--- config.mk ---
export PLATFORM = sky130hd
export DESIGN_NAME = aes_dec_ctrl
export DESIGN_NICKNAME = d
export VERILOG_FILES = /design/src/rtl/aes_pkg.sv /design/src/rtl/aes_dec_ctrl_rnd_cnt.sv /design/src/rtl/aes_dec_ctrl.sv
export SDC_FILE = /design/constraint.sdc
export NUM_CORES = 1
export LEC_CHECK = 0
export BUFFER_PORTS_ARGS = -buffer_cell sky130_fd_sc_hd__buf_2
export CORE_MARGIN = 2
export CORE_UTILIZATION = 45
export DETAILED_ROUTE_END_ITERATION = 10
export PLACE_DENSITY = 0.75
export SKIP_LAST_GASP = 1
export SLEW_MARGIN = 20
export SYNTH_ARGS = -nofsm -noshare
export SYNTH_HDL_FRONTEND = slang
export SYNTH_HIERARCHICAL = 1
export SYNTH_SLANG_ARGS = --single-unit
--- constraint.sdc ---
create_clock -name clk -period 3.2 [get_ports clk]
set_input_delay 0.64 -clock clk [delete_from_list [all_inputs] [get_ports clk]]
set_output_delay 0.64 -clock clk [all_outputs]
set_load 0.02 [all_outputs]
--- src/rtl/aes_pkg.sv ---
// Shared types and constants for the AES decryption control slice.
// Optional feature macro: AES_DEC_IMC_EN (enables the standalone AESIMC opcode).
package aes_pkg;

  localparam int unsigned AES_NR = 10;

  typedef enum logic [2:0] {
    NOOP       = 3'd0,
    AESDEC     = 3'd1,
    AESDECLAST = 3'd2,
    AESDECFULL = 3'd3,
    AESIMC     = 3'd4
  } opcode;

  typedef enum logic [2:0] {
    IDLE   = 3'd0,
    INIT   = 3'd1,
    ISBOX  = 3'd2,
    IROUND = 3'd3,
    IMC    = 3'd4,
    DONE   = 3'd5
  } dec_state_t;

  // Opcodes the decryption controller will accept; NOOP is not "legal" but is
  // silently ignored rather than flagged.
  function automatic logic op_legal(input opcode op);
    logic ok;
    ok = (op == AESDEC) || (op == AESDECLAST) || (op == AESDECFULL);
`ifdef AES_DEC_IMC_EN
    ok = ok || (op == AESIMC);
`endif
    return ok;
  endfunction

endpackage

--- src/rtl/aes_dec_ctrl_rnd_cnt.sv ---
// Loadable round down-counter; saturates at zero instead of wrapping.
module aes_dec_rnd_cnt #(
  parameter int unsigned W = 4
) (
  input  logic         clk,
  input  logic         rst,
  input  logic         load,
  input  logic [W-1:0] load_val,
  input  logic         dec,
  output logic [W-1:0] cnt,
  output logic         zero
);

  // Load has priority over decrement; decrement stops at zero.
  always_ff @(posedge clk) begin
    if (rst)
      cnt <= '0;
    else if (load)
      cnt <= load_val;
    else if (dec && (cnt != '0))
      cnt <= cnt - 1'b1;
  end

  assign zero = (cnt == '0);

endmodule

--- src/rtl/aes_dec_ctrl.sv ---
// Control FSM sequencing the AES inverse-cipher datapath.
// Optional feature macro: AES_DEC_IMC_EN (standalone InvMixColumns via AESIMC).
module aes_dec_ctrl
  import aes_pkg::*;
#(
  parameter int unsigned NR = AES_NR
) (
  input  logic       clk,
  input  logic       rst,
  input  logic       start_i,
  input  opcode      opcode_i,
  output logic       load_o,
  output logic       init_rnd_o,
  output logic       inv_sub_o,
  output logic       round_en_o,
  output logic       final_rnd_o,
  output logic       imc_only_o,
  output logic       key_sel_o,
  output logic [3:0] rk_idx_o,
  output logic       busy_o,
  output logic       plain_ready_o,
  output logic       err_o
);

  localparam int unsigned CW = $clog2(NR + 1);

  dec_state_t    state, state_nxt;
  opcode         op_q;
  logic          err_q;
  logic          accept;
  logic          cnt_load, cnt_dec, rnd_zero;
  logic [CW-1:0] rnd_q;

  assign accept   = start_i && (state == IDLE) && op_legal(opcode_i) && !rst;
  assign load_o   = accept;
  assign cnt_load = accept && (opcode_i == AESDECFULL);
  assign cnt_dec  = (state == IROUND) && (op_q == AESDECFULL);

  aes_dec_rnd_cnt #(.W(CW)) u_rnd_cnt (
    .clk      (clk),
    .rst      (rst),
    .load     (cnt_load),
    .load_val (CW'(NR - 1)),
    .dec      (cnt_dec),
    .cnt      (rnd_q),
    .zero     (rnd_zero)
  );

  // Next-state selection.
  always_comb begin
    state_nxt = state;
    case (state)
      IDLE: begin
        if (accept) begin
          case (opcode_i)
            AESDEC, AESDECLAST: state_nxt = ISBOX;
            AESDECFULL:         state_nxt = INIT;
`ifdef AES_DEC_IMC_EN
            AESIMC:             state_nxt = IMC;
`endif
            default:            state_nxt = IDLE;
          endcase
        end
      end
      INIT:   state_nxt = ISBOX;
      ISBOX:  state_nxt = IROUND;
      IROUND: state_nxt = ((op_q == AESDECFULL) && !rnd_zero) ? ISBOX : DONE;
`ifdef AES_DEC_IMC_EN
      IMC:    state_nxt = DONE;
`endif
      DONE:   state_nxt = IDLE;
      default: state_nxt = IDLE;
    endcase
  end

  // State, latched opcode and the registered illegal-opcode pulse.
  always_ff @(posedge clk) begin
    if (rst) begin
      state <= IDLE;
      op_q  <= NOOP;
      err_q <= 1'b0;
    end else begin
      state <= state_nxt;
      if (accept)
        op_q <= opcode_i;
      else if (state == DONE)
        op_q <= NOOP;
      err_q <= start_i && (state == IDLE) && (opcode_i != NOOP) && !op_legal(opcode_i);
    end
  end

  // Moore output decode from state, latched opcode and round count.
  always_comb begin
    init_rnd_o    = 1'b0;
    inv_sub_o     = 1'b0;
    round_en_o    = 1'b0;
    final_rnd_o   = 1'b0;
    imc_only_o    = 1'b0;
    key_sel_o     = 1'b0;
    rk_idx_o      = '0;
    plain_ready_o = 1'b0;
    busy_o        = (state != IDLE);
    err_o         = err_q;
    case (state)
      INIT: begin
        init_rnd_o = 1'b1;
        key_sel_o  = 1'b1;
        rk_idx_o   = 4'(NR);
      end
      ISBOX: inv_sub_o = 1'b1;
      IROUND: begin
        round_en_o = 1'b1;
        if (op_q == AESDECFULL) begin
          key_sel_o   = 1'b1;
          rk_idx_o    = 4'(rnd_q);
          final_rnd_o = rnd_zero;
        end else begin
          final_rnd_o = (op_q == AESDECLAST);
        end
      end
`ifdef AES_DEC_IMC_EN
      IMC: imc_only_o = 1'b1;
`endif
      DONE: plain_ready_o = 1'b1;
      default: ;
    endcase
  end

endmodule

Word level (Yosys, flattened, before mapping)
Cells that the tools add are included.
{ "totals": {"ff_bits": 11, "inputBits": 6} }
{ "classes": {"addsub": 1, "n_eq_ne": 10, "muxes": 18, "reduce_logical": 23} }
{ "ops": {"columns": ["op", "n"], "rows": [
  ["$eq 3x2->1 const B", 6],
  ["$mux 3", 4],
  ["$mux 4", 3],
  ["$pmux 3 s4", 1],
  ["$logic_and 1x1->1", 9],
  ["$pmux 4 s2", 1],
  ["$mux 1", 7],
  ["$eq 3x1->1 const B", 2],
  ["$reduce_bool 3->1", 2],
  ["$logic_not 4->1", 1],
  ["$pmux 2 s2", 1],
  ["$reduce_bool 2->1", 2],
  ["$reduce_bool 4->1", 1],
  ["$reduce_or 2->1", 2],
  ["$sub 4x1->4 const B", 1],
  ["$eq 3x3->1 const B", 1],
  ["$logic_not 1->1", 3],
  ["$logic_not 3->1", 1],
  ["$logic_or 1x1->1", 2],
  ["$ne 2x2->1 const B", 1],
  ["$pmux 1 s2", 1]
]} }

Longest topological paths before layout
{ "logic_depth": {"depth_word": 7, "ltp_mapped": 7} }

Cells and area by module
Netlist, hierarchy kept.
{ "by_module_without_submodules": {"columns": ["module", "n_inst", "cells_each", "area_each_um2", "seq_area_each_um2"], "rows": [
  ["aes_dec_ctrl", 1, 57, 494.2, 140.1],
  ["aes_dec_rnd_cnt", 1, 29, 262.8, 80.1]
]} }

Worst setup path before layout
No wires, ideal clock.
{ "synth_path": {"kind": "flip-flop to output port", "from": "register state[0]", "to": "output key_sel_o", "arrival_ns": 1.455, "required_time_ns": 2.560, "slack_ns": 1.105, "path_stages_with_launch": 4, "path_buffers": 1, "path_cell_list": "dfxtp_1 > buf_2 > nor3b_1 > or2_1"} }
{ "synth_between": {"elab_chain_len": 2, "elab_cells_between_ends": 3, "cone_classes": "2 x eq/ne; 1 x mux"} }
{ "synth_lines": {"columns": ["element", "line_no", "rtl"], "rows": [
  ["start: declaration", "aes_dec_ctrl.sv:27", "dec_state_t state, state_nxt;"],
  ["start signal: assignment", "aes_dec_ctrl.sv:83", "state <= state_nxt;"],
  ["$eq 3x2->1 / $eq 3x1->1 (equally long branches)", "aes_dec_ctrl.sv:104", "case (state)"],
  ["$pmux 1 s2 (*)", "aes_dec_ctrl.sv:104", null],
  ["end: declaration", "aes_dec_ctrl.sv:18", "output logic key_sel_o,"]
]} }
Every way passes the cells marked *; elsewhere a longest branch is shown, timed or not.

Final worst setup path
{ "layout_path": {"from": "register state[1]", "to": "output rk_idx_o[0]"} }
{ "layout_between": {"elab_chain_len": 2, "elab_cells_between_ends": 3, "cone_classes": "2 x eq/ne; 1 x mux"} }
{ "layout_lines": {"columns": ["element", "line_no", "rtl"], "rows": [
  ["$eq 3x2->1 / $eq 3x1->1 (equally long branches)", "aes_dec_ctrl.sv:104", null],
  ["$pmux 4 s2 (*)", "aes_dec_ctrl.sv:104", null],
  ["end: declaration", "aes_dec_ctrl.sv:19", "output logic [3:0] rk_idx_o,"]
]} }
Marks and branches as above.

==> flow_metrics.py <==
metrics = {
    "outcome": {
        "status": "completed",
    },
    "drt": {
        "antenna_left": 0,
        "wl_um": 1510,
        "drc": 0,
        "viasPerCell": 5.37,
        "drt_iter0_drc": 18,
        "avgRoutedWirePerCell_um": 12.4,
        "dr.pass1.iters": 4,
        "vias": 655,
    },
    "worst_setup_path": {
        "worstPathArrival_ns": 1.89,
        "cp.required_ns": 2.56,
        "startpoint_type": "flip-flop",
        "critical_path.max_fanout": 12,
        "crit_path_end_kind": "output pin",
        "crit_type": "reg2out",
    },
    "pwr": {
        "power_mw": 0.279,
        "peakVddDrop_mv": 0.150,
        "p_leak_nw": 0.391,
        "p_per_area_nw_per_um2": 323,
    },
    "floorplan": {
        "start_util_pct": 49.1,
        "die_x_um": 45.0,
        "fp.dieArea_um2": 2030,
        "ioPinCount": 20,
        "die_h_um": 45.0,
        "num_rows": 14,
        "core-area_um2": 1540,
    },
    "sta": {
        "fmax_ghz": 0.396,
        "fin_crit_ns": 2.53,
        "fin_crit_sh_pct": 79.0,
        "worst_clock_skew_ns": 0.00110,
        "rsz0062_at_grt": "no",
        "setup_viol": 0,
        "setup_tns_ns": 0,
        "slew_violations": 0,
        "hold_viol_final": 0,
        "setup_ws_ns": 0.673,
    },
    "grt": {
        "grt_util_met1_pct": 26.2,
        "grt.overflow.total": 0,
        "antenna_found_initial": 0,
        "use_met3_pct": 3.60,
        "grt_usage_pct": 17.0,
        "grt_max_degree": 14,
        "grt_pass1_vias": 561,
        "top_usage_layer": "met1",
        "grt_pass1_wl_um": 2570,
        "met2_usage_pct": 23.4,
    },
    "clock_network": {
        "cts_tree": "done",
        "cts_root_buf": "clkbuf_4",
        "cts_max_level": 1,
        "clkLatencyLatePin_ns": 0.26,
        "clk_transition_reported_paths_ns": 0.07,
        "cts_made_buffers": 3,
        "cts_sinks": 11,
        "ctsHoldBuffers": 0,
        "cts_resized": 0,
        "clock_path_buffers": 2,
        "post_cts_buffers": 0,
    },
    "synthesis": {
        "yosysTopAreaCell": "dfxtp_1",
        "postSynthAreaPerCell_um2": 8.80,
        "yosysUniqueCellTypes": 40,
        "synth-compound-area-share_pct": 21.8,
        "synth_edf_count": 0,
        "yosys_register_bits": 11,
        "yosys.area.top_type_share_pct": 29.1,
        "netlist_area_um2": 757,
        "async_flop_share_pct": 0,
        "yosysSeqAreaShare_pct": 29.1,
        "muxShareOfSynthArea_pct": 1.32,
        "syn_inst": 86,
        "ys.flop_type": "dfxtp_1",
        "synthAdderAreaFrac_pct": 1.65,
        "synth_area_leaders": "dfxtp_1 29%, a2111oi_4 3.6%, nor2_1 3.5%",
        "yosysWarnings": 6,
        "synth_xor_area_share_pct": 1.16,
        "synth_simple_gate_area_share_pct": 35.7,
        "synth_top_family_by_area": "simple AND/OR/NAND/NOR gates",
    },
    "finish": {
        "layout-drive-gt1-share_pct": 27.4,
        "layout_commonest_cell": "buf_2",
        "area_delta_synth_final_pct": 14.2,
        "layout.nets": 114,
        "n_antenna_cell": 0,
        "mostFrequentLayoutCells": "18 x buf_2, 11 x dfxtp_1, 7 x nor2_1, 6 x inv_1",
    },
    "place": {
        "pre_cts_ws_ns": 0.955,
        "gp_congestion": 0.755,
        "io_buffers": 18,
        "hpwl_um": 1140,
    },
    "min_path": {
        "worstHoldPathType": "reg2reg",
    },
    "run": {
        "drv_cap": 0,
    },
}
## cell usage after synthesis (2+ instances only)
cell type   n
conb_1      2
a21oi_1     3
nand2_1     5
dfxtp_1    11
o41ai_1     3
and2_1      2
and3b_1     2
and3_1      3
inv_1       6
or2_1       2
nor2b_1     3
a311oi_1    2
a21o_1      3
buf_2       2
nor3b_1     2
nand3_1     4
nor2_1      7
buf_6       2
## path summary, 6_finish.rpt
path,cells after the start,from,end,slack (ns)
hold reg to reg,2,op_q[1]$_SDFFE_PP0P_,op_q[1]$_SDFFE_PP0P_,0.48
setup reg to reg,5,state[1]$_SDFFE_PP0P_,u_rnd_cnt/cnt[3]$_SDFFE_PP0P_,1.15
setup / recovery,4,state[1]$_SDFFE_PP0P_,rk_idx_o[0],0.67
hold / removal,2,op_q[1]$_SDFFE_PP0P_,op_q[1]$_SDFFE_PP0P_,0.48
## critical path, cell delays in order, from the launching register on
cell,delay [ns]
dfxtp_1,0.55
and3b_1,0.28
and3_1,0.46
and2_1,0.18
buf_2,0.15
## report_power, final
group	switching, mW	internal (mW)	total [mW]
combinational	0.0251	0.0169	0.0420
clock	0.0447	0.0482	0.0928
sequential	0.00378	0.141	0.144
total	0.0735	0.206	0.279
## metal layers
metal	up-vias	part of all wire [%]
met5	-	0
met4	0	0.53
met3	3	5.0
met2	18	42
met1	286	52
li1	348	-
## kinds of logic after synthesis
| family | after synthesis |
|---|---|
| compound gates | 18 |
| xor+xnor | 1 |
| fa+ha+maj | 1 |
| buf+inv | 11 |
| flops | 11 |
| mux | 1 |
| other cells | 2 |
| simple gates | 41 |
## through the flow
step                hold slack, ns  util (%)  cells  area (um2)
finish                       0.482      56.1    122         865
global route                 0.498      56.1    122         865
CTS                          0.482      56.1    122         865
detailed placement           0.472      54.4    118         838
global placement             0.493      54.4    118         838
floorplan                    0.458         -     89         768
## registers in the layout, summed over array words and instances, names as in the netlist
name	cells
op_q	3
state	3
err_o	1
u_rnd_cnt/cnt	4
## area by class of cell
class | count | area [um2]
repair buffers | 18 | 90.1
flip-flops and latches | 11 | 220
well taps | 16 | 20.0
clock buffers | 4 | 26.3
multi-input cells | 67 | 485
inverters | 6 | 22.5
fillers | 146 | 677
Power figures use the tool's default switching activity.
